`src/rtl/unidade_hazard_pkg.sv`:
```
// -----------------------------------------------------------------------------
// unidade_hazard_pkg
// Shared definitions for the pipeline hazard/forwarding unit:
//   - fwd_sel_t       : ALU-operand mux3 select encoding
//   - REG_BITS_PADRAO : default register-index width (32 regs, x0 hardwired 0)
//   - CONT_WIDTH_PADRAO : default width of the stall performance counter
//   - escolhe_fonte() : forwarding source priority (EX/MEM over MEM/WB)
// -----------------------------------------------------------------------------
package unidade_hazard_pkg;

    // Encoding follows the input order of the operand mux3; 2'b11 is never driven.
    typedef enum logic [1:0] {
        FWD_REG   = 2'b00,  // value read from the register file
        FWD_MEMWB = 2'b01,  // result held in MEM/WB
        FWD_EXMEM = 2'b10   // result held in EX/MEM
    } fwd_sel_t;

    localparam int REG_BITS_PADRAO   = 5;
    localparam int CONT_WIDTH_PADRAO = 32;

    // The younger producer (in MEM) carries the most recent value of the
    // register, so it takes priority over the older one (in WB).
    function automatic fwd_sel_t escolhe_fonte(input logic hit_mem, input logic hit_wb);
        fwd_sel_t sel;
        sel = FWD_REG;
        if (hit_mem) begin
            sel = FWD_EXMEM;
        end else if (hit_wb) begin
            sel = FWD_MEMWB;
        end
        return sel;
    endfunction

endpackage

```
`src/rtl/unidade_hazard.sv`:
```
// -----------------------------------------------------------------------------
// unidade_hazard
// Hazard/forwarding control for the 5-stage pipeline. Keeps a shadow copy of
// the register-usage info of the instructions in EX, MEM and WB, selects the
// forwarding source of both EX operands and detects load-use hazards (stalling
// PC and IF/ID while a bubble is inserted into ID/EX).
//
// Ports
//   clk, rst_n        clock (rising edge), asynchronous active-low reset
//   id_*              register usage of the instruction currently in ID
//   flush_ex          taken branch/jump resolved in EX this cycle
//   seletor_a/b       operand A/B forward select of the EX instruction
//   stall             load-use stall this cycle
//   pc_escreve        PC write enable (~stall)
//   if_id_escreve     IF/ID write enable (~stall)
//   id_ex_bolha       ID/EX loads a bubble (stall | flush_ex)
//   contador_stalls   saturating count of stall cycles
// -----------------------------------------------------------------------------
module unidade_hazard
    import unidade_hazard_pkg::*;
#(
    parameter int REG_BITS   = REG_BITS_PADRAO,
    parameter int CONT_WIDTH = CONT_WIDTH_PADRAO
) (
    input  logic                  clk,
    input  logic                  rst_n,
    input  logic                  id_valido,
    input  logic [REG_BITS-1:0]   id_rs1,
    input  logic [REG_BITS-1:0]   id_rs2,
    input  logic                  id_usa_rs1,
    input  logic                  id_usa_rs2,
    input  logic [REG_BITS-1:0]   id_rd,
    input  logic                  id_escreve_reg,
    input  logic                  id_le_mem,
    input  logic                  flush_ex,
    output logic [1:0]            seletor_a,
    output logic [1:0]            seletor_b,
    output logic                  stall,
    output logic                  pc_escreve,
    output logic                  if_id_escreve,
    output logic                  id_ex_bolha,
    output logic [CONT_WIDTH-1:0] contador_stalls
);

    // Register-usage info of one in-flight instruction.
    typedef struct packed {
        logic                valido;
        logic [REG_BITS-1:0] rs1;
        logic [REG_BITS-1:0] rs2;
        logic                usa_rs1;
        logic                usa_rs2;
        logic [REG_BITS-1:0] rd;
        logic                escreve;
        logic                le_mem;
    } slot_t;

    slot_t                 id_slot;
    slot_t                 ex_q;
    slot_t                 mem_q;
    slot_t                 wb_q;
    logic [CONT_WIDTH-1:0] cont_q;

    // A slot produces register r only if it is a live instruction that writes
    // a non-zero destination equal to r; x0 is never forwarded.
    function automatic logic slot_match(
        input logic                valido,
        input logic                escreve,
        input logic [REG_BITS-1:0] rd,
        input logic [REG_BITS-1:0] r
    );
        return valido & escreve & (rd != '0) & (rd == r);
    endfunction

    assign id_slot = '{
        valido:  id_valido,
        rs1:     id_rs1,
        rs2:     id_rs2,
        usa_rs1: id_usa_rs1,
        usa_rs2: id_usa_rs2,
        rd:      id_rd,
        escreve: id_escreve_reg,
        le_mem:  id_le_mem
    };

    // ------------------------------------------------------------------
    // Forwarding selectors. A load sitting in MEM has no data yet at the
    // EX/MEM boundary, so it is never an EX/MEM source; in that case the
    // WB slot is still considered.
    // ------------------------------------------------------------------
    fwd_sel_t sel_a;
    fwd_sel_t sel_b;

    always_comb begin
        // NOTE: every signal gets a default first so no path leaves it unassigned (no latch).
        sel_a = FWD_REG;
        sel_b = FWD_REG;
        if (ex_q.valido && ex_q.usa_rs1) begin
            sel_a = escolhe_fonte(
                slot_match(mem_q.valido, mem_q.escreve, mem_q.rd, ex_q.rs1) & ~mem_q.le_mem,
                slot_match(wb_q.valido,  wb_q.escreve,  wb_q.rd,  ex_q.rs1));
        end
        if (ex_q.valido && ex_q.usa_rs2) begin
            sel_b = escolhe_fonte(
                slot_match(mem_q.valido, mem_q.escreve, mem_q.rd, ex_q.rs2) & ~mem_q.le_mem,
                slot_match(wb_q.valido,  wb_q.escreve,  wb_q.rd,  ex_q.rs2));
        end
    end

    assign seletor_a = sel_a;
    assign seletor_b = sel_b;

    // ------------------------------------------------------------------
    // Load-use detection. The load's data only appears at MEM/WB, so an
    // ID instruction reading it must wait one cycle. A flush in EX
    // discards the ID instruction, making the stall pointless.
    // ------------------------------------------------------------------
    logic usa_carga_rs1;
    logic usa_carga_rs2;

    assign usa_carga_rs1 = id_usa_rs1 & (id_rs1 == ex_q.rd);
    assign usa_carga_rs2 = id_usa_rs2 & (id_rs2 == ex_q.rd);

    assign stall = id_valido & ex_q.valido & ex_q.le_mem & (ex_q.rd != '0)
                 & (usa_carga_rs1 | usa_carga_rs2) & ~flush_ex;

    assign pc_escreve    = ~stall;
    assign if_id_escreve = ~stall;
    assign id_ex_bolha   = stall | flush_ex;

    // ------------------------------------------------------------------
    // Shadow pipeline of slots. A bubble only needs valido cleared; the
    // whole slot is zeroed for clean state visibility.
    // ------------------------------------------------------------------
    always_ff @(posedge clk or negedge rst_n) begin
        if (!rst_n) begin
            ex_q  <= '0;
            mem_q <= '0;
            wb_q  <= '0;
        end else begin
            // NOTE: non-blocking assignments make all three slots shift on the same edge using pre-edge values.
            wb_q  <= mem_q;
            mem_q <= ex_q;
            ex_q  <= id_ex_bolha ? '0 : id_slot;
        end
    end

    // Saturating stall counter: holds at all-ones instead of wrapping.
    always_ff @(posedge clk or negedge rst_n) begin
        if (!rst_n) begin
            cont_q <= '0;
        end else if (stall && (cont_q != '1)) begin
            cont_q <= cont_q + CONT_WIDTH'(1);
        end
    end

    assign contador_stalls = cont_q;

    // Source/load fields of the retiring WB slot are carried for debug
    // visibility only; forwarding consults just its destination fields.
    logic unused_wb;
    assign unused_wb = ^{wb_q.rs1, wb_q.rs2, wb_q.usa_rs1, wb_q.usa_rs2, wb_q.le_mem};

endmodule

```
`config.mk`:
```
export PLATFORM = sky130hd
export DESIGN_NAME = unidade_hazard
export DESIGN_NICKNAME = d
export VERILOG_FILES = /design/src/rtl/unidade_hazard_pkg.sv /design/src/rtl/unidade_hazard.sv
export SDC_FILE = /design/constraint.sdc
export NUM_CORES = 1
export LEC_CHECK = 0
export BUFFER_PORTS_ARGS = -buffer_cell sky130_fd_sc_hd__buf_2
export CAP_MARGIN = 30
export CORE_MARGIN = 5
export CORE_UTILIZATION = 30
export CTS_CLUSTER_DIAMETER = 150
export DETAILED_ROUTE_END_ITERATION = 6
export PLACE_DENSITY = 0.6
export SETUP_SLACK_MARGIN = 0.3
export SYNTH_ARGS = -nofsm -noshare
export SYNTH_HDL_FRONTEND = slang
export SYNTH_SLANG_ARGS = --single-unit
```
`constraint.sdc`:
```
create_clock -name clk -period 2.2 [get_ports clk]
set_clock_uncertainty 0.1 [all_clocks]
set_input_delay 0.22 -clock clk [delete_from_list [all_inputs] [get_ports clk]]
set_output_delay 0.22 -clock clk [all_outputs]
set_load 0.01 [all_outputs]
```
==> results of run 1 <==
==> through the flow <==
stage / instance area, sq um / hold WS (ns)
after floorplan: 3060 / -0.176
after global placement: 3640 / 0.118
after detailed placement: 3640 / 0.128
after CTS: 4490 / 0.00385
after global routing: 4930 / 0.0132
final: 4930 / 0.0330
==> flip-flops by register name, indices dropped and copies added, names as in the netlist <==
name and cells:
contador_stalls 32, ex_q 20, mem_q 8, wb_q 7
==> cell usage after synthesis, drive strengths merged, types with 6 or more instances <==
cell   instances
nand4         18
xnor2         33
nand3         12
nor3          15
inv            6
nor2          13
and2          21
and3           6
xor2          25
dfrtp         67
nor4           8
nand2         19
==> layer usage <==
layer	track usage (%)	vias to the layer above
met5	0	-
met4	3.61	0
li1	-	1206
met1	17.8	1265
met3	4.65	12
met2	24.6	72
==> power by group through the flow <==
stage / logic (mW) / registers (mW) / clock network [mW]
finish: 0.240 / 1.30 / 1.06
CTS: 0.205 / 1.29 / 1.08
global placement: 0.155 / 1.32 / 0
detailed placement: 0.157 / 1.32 / 0
floorplan: 0.0756 / 1.31 / 0
global route: 0.263 / 1.30 / 1.14
==> layout make-up <==
class,instances,share of cell area [%]
clock buffer,10,2.79
clock inverter,6,1.32
inverter,6,0.559
multi-input combinational,191,36.9
sequential,67,34.3
tap,133,3.38
timing repair buffer,134,20.7
==> cell families (layout without fill, tap and decap cells) <==
kind of cell	after synthesis	after routing	synth area share (%)
buffers and inverters	12	156	1.81
AOI/OAI and AO/OA	7	7	1.98
muxes	3	3	1.11
and+or+nand+nor	122	122	22.8
DFF	67	67	55.2
xor gates and xnor gates	58	58	16.7
adders and majority gates	1	1	0.412
==> final timing paths <==
kind,startpoint,end,slack [ns],cells past startpoint
min in group asynchronous,rst_n,mem_q[3],0.28,2
hold reg to reg,ex_q[1],mem_q[1],0.27,0
max in group asynchronous,rst_n,ex_q[11],1.15,3
hold / removal,id_valido,ex_q[19],0.03,2
setup / recovery,mem_q[3],seletor_a[1],-0.09,7
setup reg to reg,ex_q[6],contador_stalls[26],0.03,8
==> what timing repair did <==
action | 4_1_cts | 5_1_grt
endpoints found under the hold margin | 25 | 1
setup endpoints to repair | 33 | 60
pin swaps | 39 | 45
gates resized for setup | 76 | 59
hold buffers | 7 | 1
cloned | 1 | 1
buffers inserted | 28 | 18
==> worst max-delay path, delay by kind of cell (launching register included) <==
family        cells  cell delay, ns
simple gates      6            1.09
flops             1            0.39
buf+inv           1            0.13
==> results.json, run 1 <==
{
  "power.internal_mw": 1.95,
  "fillerInstances": 876,
  "vias_per_cell": 4.67,
  "firstDrtPassIters": 4,
  "dominantRegCellSynth": "dfrtp_1",
  "route.layer.met1.wl_mm": 3.84,
  "clock-root-buffer": "clkbuf_8",
  "fin_tns_setup_ns": -0.228,
  "gp_congestion": 0.859,
  "cap_violations": 0,
  "h-tree-depth": 3,
  "syn_area_sq_um": 3040,
  "crit_top_cell": "nor3_2",
  "synth_area_leader_cell": "dfrtp_1",
  "async_flop_share_pct": 100,
  "ir_drop_v": 0.000320,
  "cp_slowest_cell": "or4_4",
  "core_area_sq_um": 9820,
  "cp-end-kind": "output port",
  "vias": 2555,
  "fmax_mhz": 437,
  "antenna_found_initial": 0,
  "multi_input_area_sq_um": 1820,
  "synth_seq_cells": 67,
  "die_h_um": 111,
  "p_total_mw": 2.59,
  "num_rows": 36,
  "drc_errors": 0,
  "cts.sinks": 67,
  "initial_utilization_pct": 30.9,
  "power.share.clock_pct": 40.7,
  "switchingPower_mw": 0.643,
  "ys_types": 33,
  "syn_avg_cell_area_sq_um": 11.3,
  "final_cells": 547,
  "cts.clk_slew.worst_paths_ns": 0.08,
  "die_area_sq_um": 12200,
  "die_width_um": 111,
  "worst_slack_ns": -0.0862,
  "place_hpwl_mm": 5.61,
  "cp.arrival_ns": 1.97,
  "grt_pass1_vias": 2772,
  "layout_commonest_cell": "buf_2",
  "outcome": "finished with violations",
  "seqPwrFrac_pct": 50.0,
  "syn_nets": 294,
  "overflow": 0,
  "cp_data_required_time_ns": 1.88,
  "cts_tree": "built",
  "n_antenna_cell": 0,
  "grt.total_usage_pct": 14.5,
  "critPathKind": "reg2out",
  "power_leakage_nw": 2.46,
  "timing.final.crit_share_pct": 104,
  "maxSlewViolCount": 0,
  "wl_met2_mm": 4.65,
  "grt_pass1_wl_mm": 14.2,
  "swShare_pct": 24.8,
  "p_per_area_nw_per_um2": 526,
  "wire_per_inst_um": 16.5,
  "yosysTopAreaCellShare_pct": 55.2,
  "clockBufferDepth": 2,
  "syn_to_final_growth_pct": 62.1,
  "hp-class": "in2reg",
  "seqCellArea_sq_um": 1690,
  "pin_count": 63,
  "dp_slack_ns": 0.0824,
  "fin_crit_ns": 2.29,
  "post-route-util_pct": 50.2,
  "slew_headroom_pct": 64.6,
  "setup_violations": 4,
  "first_iter_violations": 117,
  "combPwrFrac_pct": 9.2,
  "place_inst": 475,
  "port_buffers": 62,
  "hold_viol": 0,
  "yosys_warnings": 0,
  "start_kind": "register",
  "cp_max_fo": 2,
  "routed.top_layer": "met4",
  "synth_area_leaders": "dfrtp_1 (55%), xnor2_1 (9.5%), xor2_1 (7.2%)",
  "final_cell_mix": "buf_2 (58), dfrtp_1 (56), buf_4 (41)",
  "max_slew.worst_pin.slew_ns": 0.531,
  "cts_buffers": 9,
  "postSynthCellCount": 270,
  "grt_max_degree": 25,
  "synth_edf_count": 0,
  "wl_met3_um": 417,
  "insertion_delay_ns": 0.35,
  "drive_gt1_share_pct": 56.0,
  "rsz0062_at_grt": "true",
  "synth-seq-area-share_pct": 55.2,
  "path_cells": "or4_4, nor2_4, nor3_2, nand4_1, nor3_2, and3_1, buf_2",
  "routed_wl_mm": 9.01,
  "final_nets": 433,
  "max_stage_delay_ns": 0.56,
  "ant_nets": 0,
  "violations": "negative setup slack"
}
No activity file was read; power rests on OpenSTA's default activity.
==> inputs of run 2 (changes only) <==
==> constraint.sdc (replaced) <==
create_clock -name clk -period 2.2 [get_ports clk]
set_clock_uncertainty 0.1 [all_clocks]
set_input_delay 0.33 -clock clk [delete_from_list [all_inputs] [get_ports clk]]
set_output_delay 0.33 -clock clk [all_outputs]
set_load 0.01 [all_outputs]
==> run 2 against run 1 <==
Against the previous run:
- the run still ends with negative setup slack left
- die area unchanged
- critical path depth did not move
- clock power rose by 7%
- non-clock buffer count decreased by 18
- routed wire length fell by 3.4%
- cell count decreased by 3.3%
- utilization down 1.9 points
- register-to-register slack improved by 0.02 ns
- first-iteration DRC count shrank 4.3%
- setup slack worse by 0.051 ns
- sequential power hardly changed
- combinational power down 19%
- largest power group unchanged
==> results.json, run 2 (same netlist as run 1, synthesis figures left out) <==
{
  "pin_count": 63,
  "power_leakage_nw": 2.30,
  "swShare_pct": 23.7,
  "vias_per_cell": 4.73,
  "min_to": "ex_q[1]",
  "place_hpwl_mm": 5.67,
  "place_inst": 475,
  "timing.final.crit_share_pct": 106,
  "largest_reg_flops": 32,
  "hp-class": "in2reg",
  "ant_nets": 0,
  "start_kind": "register",
  "power.internal_mw": 2.00,
  "fin_crit_ns": 2.34,
  "seqPwrFrac_pct": 49.4,
  "worst_slack_ns": -0.137,
  "fmax_mhz": 428,
  "grt_max_degree": 34,
  "ir_drop_v": 0.000406,
  "initial_utilization_pct": 30.9,
  "n_antenna_cell": 0,
  "reg2reg_depth": 12,
  "grt.total_usage_pct": 14.1,
  "vias": 2502,
  "switchingPower_mw": 0.620,
  "r2r_start": "ex_q[2]",
  "final_cell_mix": "buf_2 (59), dfrtp_1 (54), buf_4 (32)",
  "die_width_um": 111,
  "gp_congestion": 0.794,
  "critPathKind": "reg2out",
  "grt_pass1_wl_mm": 13.9,
  "multi_input_area_sq_um": 1780,
  "final_cells": 529,
  "combPwrFrac_pct": 7.4,
  "syn_to_final_growth_pct": 55.9,
  "drc_errors": 0,
  "violations": "negative setup slack",
  "clock-root-buffer": "clkbuf_8",
  "cts.clk_slew.worst_paths_ns": 0.08,
  "max_slew.worst_pin.slew_ns": 0.787,
  "p_per_area_nw_per_um2": 553,
  "p_total_mw": 2.62,
  "layout_commonest_cell": "buf_2",
  "crit_start": "mem_q[3]",
  "cp_data_required_time_ns": 1.77,
  "antenna_found_initial": 0,
  "die_area_sq_um": 12200,
  "outcome": "finished with violations",
  "reg2reg_slack_ns": 0.05,
  "core_area_sq_um": 9820,
  "setup_violations": 4,
  "port_buffers": 62,
  "drive_gt1_share_pct": 52.3,
  "final_nets": 415,
  "maxSlewViolCount": 0,
  "post-route-util_pct": 48.2,
  "firstDrtPassIters": 4,
  "seqCellArea_sq_um": 1690,
  "cp.arrival_ns": 1.91,
  "cts.sinks": 67,
  "grt_pass1_vias": 2689,
  "slew_headroom_pct": 47.5,
  "routed_wl_mm": 8.71,
  "cp_max_fo": 2,
  "cts_tree": "built",
  "wire_per_inst_um": 16.5,
  "hold_viol": 0,
  "overflow": 0,
  "power.share.clock_pct": 43.2,
  "hold_depth": 2,
  "rsz0062_at_grt": "true",
  "clockBufferDepth": 2,
  "hp-start": "id_escreve_reg",
  "num_rows": 36,
  "cp-end-kind": "output port",
  "r2r-end": "contador_stalls[2]",
  "fillerInstances": 916,
  "first_iter_violations": 112,
  "cts_buffers": 9,
  "h-tree-depth": 3,
  "insertion_delay_ns": 0.34,
  "die_h_um": 111,
  "cap_violations": 0
}
==> run 2: changes by cell type in the layout (fill, tap and decap cells not counted), moves of 4 or more <==
cell and delta:
and2_4 -10, dlygate4sd3_1 -7, xnor2_2 -4, xnor2_1 +4, buf_4 -9, and2_1 +10
==> run 2: worst max path at each step <==
stage                          endpoint  slack [ns]  cells after the start
floorplan           contador_stalls[26]        0.28                      7
global placement    contador_stalls[15]        0.06                      8
detailed placement  contador_stalls[15]        0.05                      8
CTS                        seletor_a[1]       -0.19                      7
global route               seletor_a[0]       -0.22                      7
finish                     seletor_b[1]       -0.14                      7
==> run 2: worst max-delay path: stages (launching register included) <==
cell and delay, ns:
dfrtp_1 0.38, or4_4 0.56, nor2_4 0.10, nor3_2 0.06
nand4_1 0.09, nor3_2 0.06, and3_1 0.18, buf_2 0.13
==> run 2: what timing repair did <==
item | in CTS | in global routing
resized for setup | 83 | 32
endpoints found under the hold margin | 31 | 0
buffers inserted | 20 | 16
endpoints found under the setup margin | 56 | 40
pin swaps | 42 | 32
hold buffers | 1 | 0
cloned | 1 | 0
==> run 2: stage by stage <==
step / instance area [sq um] / setup TNS (ns) / worst slack (ns) / hold WS [ns]
global route: 4740 / -1.28 / -0.222 / 0.0760
finish: 4740 / -0.432 / -0.137 / 0.0851
floorplan: 3070 / 0 / 0.275 / -0.0656
global placement: 3660 / 0 / 0.0644 / 0.231
detailed placement: 3660 / 0 / 0.0452 / 0.236
CTS: 4460 / -0.719 / -0.185 / 0.0757
==> run 2: routing by layer <==
layer	vias up	global-route usage, %	share of wire [%]
met5	-	0	0
met2	77	24.8	52
li1	1172	-	-
met1	1236	16.3	39
met4	0	3.20	2.0
met3	17	5.25	6.3
==> run 2: final cells by class <==
cell class / instances / share of cell area, %
multi-input cells: 191 / 37.6
flip-flops and latches: 67 / 35.7
repair buffers: 116 / 18.1
well taps: 133 / 3.51
clock buffers: 10 / 2.69
clock inverters: 6 / 1.90
inverters: 6 / 0.475
==> run 2: power groups by stage <==
stage | clock network [mW] | logic (mW) | registers [mW]
4_1_cts | 1.16 | 0.189 | 1.29
3_3_place_gp | 0 | 0.160 | 1.32
6_report | 1.13 | 0.194 | 1.29
3_5_place_dp | 0 | 0.163 | 1.32
2_1_floorplan | 0 | 0.0758 | 1.31
5_1_grt | 1.22 | 0.216 | 1.30
==> inputs of run 3 (changes only) <==
--- a/config.mk
+++ b/config.mk
@@ -12,7 +12,6 @@
 export CTS_CLUSTER_DIAMETER = 150
 export DETAILED_ROUTE_END_ITERATION = 6
 export PLACE_DENSITY = 0.6
-export SETUP_SLACK_MARGIN = 0.3
 export SYNTH_ARGS = -nofsm -noshare
 export SYNTH_HDL_FRONTEND = slang
 export SYNTH_SLANG_ARGS = --single-unit
==> run 3 against run 2 <==
Against the previous run:
- the run still ends with negative setup slack left
- routed wire length decreased by 16%
- critical path depth unchanged
- sequential cell count is the same
==> results.json, run 3 (same netlist as run 1, synthesis figures left out) <==
{
  "outcome": "finished with violations",
  "violations": "negative setup slack",
  "p_per_area_nw_per_um2": 633,
  "finish.instance_area_sq_um": 4000,
  "reg2reg_depth": 7,
  "hp-class": "in2reg",
  "cp_data_required_time_ns": 1.77,
  "overflow": 0,
  "p_total_mw": 2.53,
  "ir_drop_v": 0.000303,
  "gp_congestion": 0.786,
  "timing.final.crit_share_pct": 106,
  "crit_buf_inv": 1,
  "firstDrtPassIters": 4,
  "power_leakage_nw": 1.94,
  "final_nets": 383,
  "wire_per_inst_um": 14.8,
  "fin_tns_setup_ns": -0.390,
  "final_cells": 497,
  "vias": 2303,
  "routed_wl_mm": 7.34,
  "critPathKind": "reg2out",
  "insertion_delay_ns": 0.35,
  "first_iter_violations": 97,
  "start_kind": "register",
  "grt_max_degree": 44,
  "h-tree-depth": 3,
  "drive_gt1_share_pct": 35.7,
  "place_hpwl_mm": 5.44,
  "max_slew.worst_pin.slew_ns": 0.606,
  "port_buffers": 62,
  "worst_slack_ns": -0.127,
  "die_width_um": 111,
  "setup_violations": 4,
  "ant_nets": 0,
  "cp.arrival_ns": 1.90,
  "n_antenna_cell": 0,
  "fillerInstances": 1022,
  "maxSlewViolCount": 0,
  "num_rows": 36,
  "path_cells": "or4_1, nor2_2, nor3_2, nand4_1, nor3_1, and3_1, buf_2",
  "cts.clk_slew.worst_paths_ns": 0.08,
  "slew_headroom_pct": 59.6,
  "critical_path_depth": 7,
  "crit_family": "simple AND/OR/NAND/NOR gates",
  "hold_viol": 0,
  "cp-end-kind": "output port",
  "r2r_start": "ex_q[2]",
  "r2r-end": "contador_stalls[26]",
  "antenna_found_initial": 0,
  "die_h_um": 111,
  "largest_reg_flops": 32,
  "core_area_sq_um": 9820,
  "pin_count": 63,
  "initial_utilization_pct": 30.9,
  "crit_end": "seletor_a[1]",
  "cp_slowest_cell": "or4_1",
  "clockBufferDepth": 2,
  "cts.sinks": 67,
  "crit_start": "mem_q[4]",
  "grt_pass1_vias": 2440,
  "drc_errors": 0,
  "grt.total_usage_pct": 12.5,
  "post-route-util_pct": 40.7,
  "place_area_sq_um": 3590,
  "rsz0062_at_grt": "true",
  "grt_pass1_wl_mm": 12.2,
  "cts_buffers": 9,
  "cap_violations": 0,
  "layout_commonest_cell": "dfrtp_1",
  "vias_per_cell": 4.63,
  "cp_max_fo": 2,
  "max_stage_delay_ns": 0.53,
  "dp_slack_ns": 0.0723,
  "cts_tree": "built",
  "clock-root-buffer": "clkbuf_8",
  "whs_ns": 0.0940,
  "place_inst": 470,
  "fmax_mhz": 430,
  "final_cell_mix": "dfrtp_1 (65), buf_2 (61), xnor2_1 (30)",
  "fin_crit_ns": 2.33,
  "syn_to_final_growth_pct": 31.5,
  "reg2reg_slack_ns": 0.05,
  "die_area_sq_um": 12200
}
==> run 3: cell types whose count changed in the layout (fill, tap and decap cells not counted), sizes merged <==
| cell | change |
|---|---|
| clkbuf | +1 |
| inv | +1 |
| bufinv | -1 |
| clkinv | -1 |
| buf | -32 |
==> run 3: layer usage <==
layer | routed length [um] | track usage, % | vias up
met4 | 71 | 3.53 | 0
li1 | - | - | 1103
met2 | 3790 | 21.2 | 56
met1 | 3110 | 14.6 | 1134
met5 | 0 | 0 | -
met3 | 374 | 4.87 | 10
==> run 3: final cells by class <==
class	count	area (sq um)	area share, %
clock inverters	5	60.1	1.50
flip-flops and latches	67	1680	42.0
inverters	6	25.0	0.626
repair buffers	84	513	12.8
well taps	133	166	4.16
clock buffers	11	151	3.79
multi-input cells	191	1400	35.1
==> run 3: timing repair <==
item,4_1_cts,5_1_grt
resized for setup,5,20
pin swaps,3,10
endpoints found under the setup margin,8,25
setup buffers,3,7
hold buffers,1,0
endpoints found under the hold margin,24,0
==> run 3: power by group <==
part	internal, mW	switching (mW)
registers	1.26	0.0314
clock network	0.589	0.479
logic	0.0798	0.0862
==> run 3: how the worst min path moves through the flow <==
stage	from	endpoint	slack (ns)	cells after the start
2_1_floorplan	rst_n	contador_stalls[0]	-0.07	0
3_3_place_gp	ex_q[1]	mem_q[1]	0.23	0
3_5_place_dp	ex_q[1]	mem_q[1]	0.24	0
4_1_cts	id_escreve_reg	ex_q[1]	0.07	2
5_1_grt	id_escreve_reg	ex_q[1]	0.07	2
6_report	id_escreve_reg	ex_q[1]	0.09	2
==> run 3: worst reg2reg max path, stage by stage, from the launching register on <==
cell and delay [ns]:
dfrtp_2 0.46, xnor2_2 0.19, nand4_1 0.17, o22ai_4 0.24
buf_6 0.17, nand2_4 0.06, or4b_4 0.50, xnor2_2 0.14
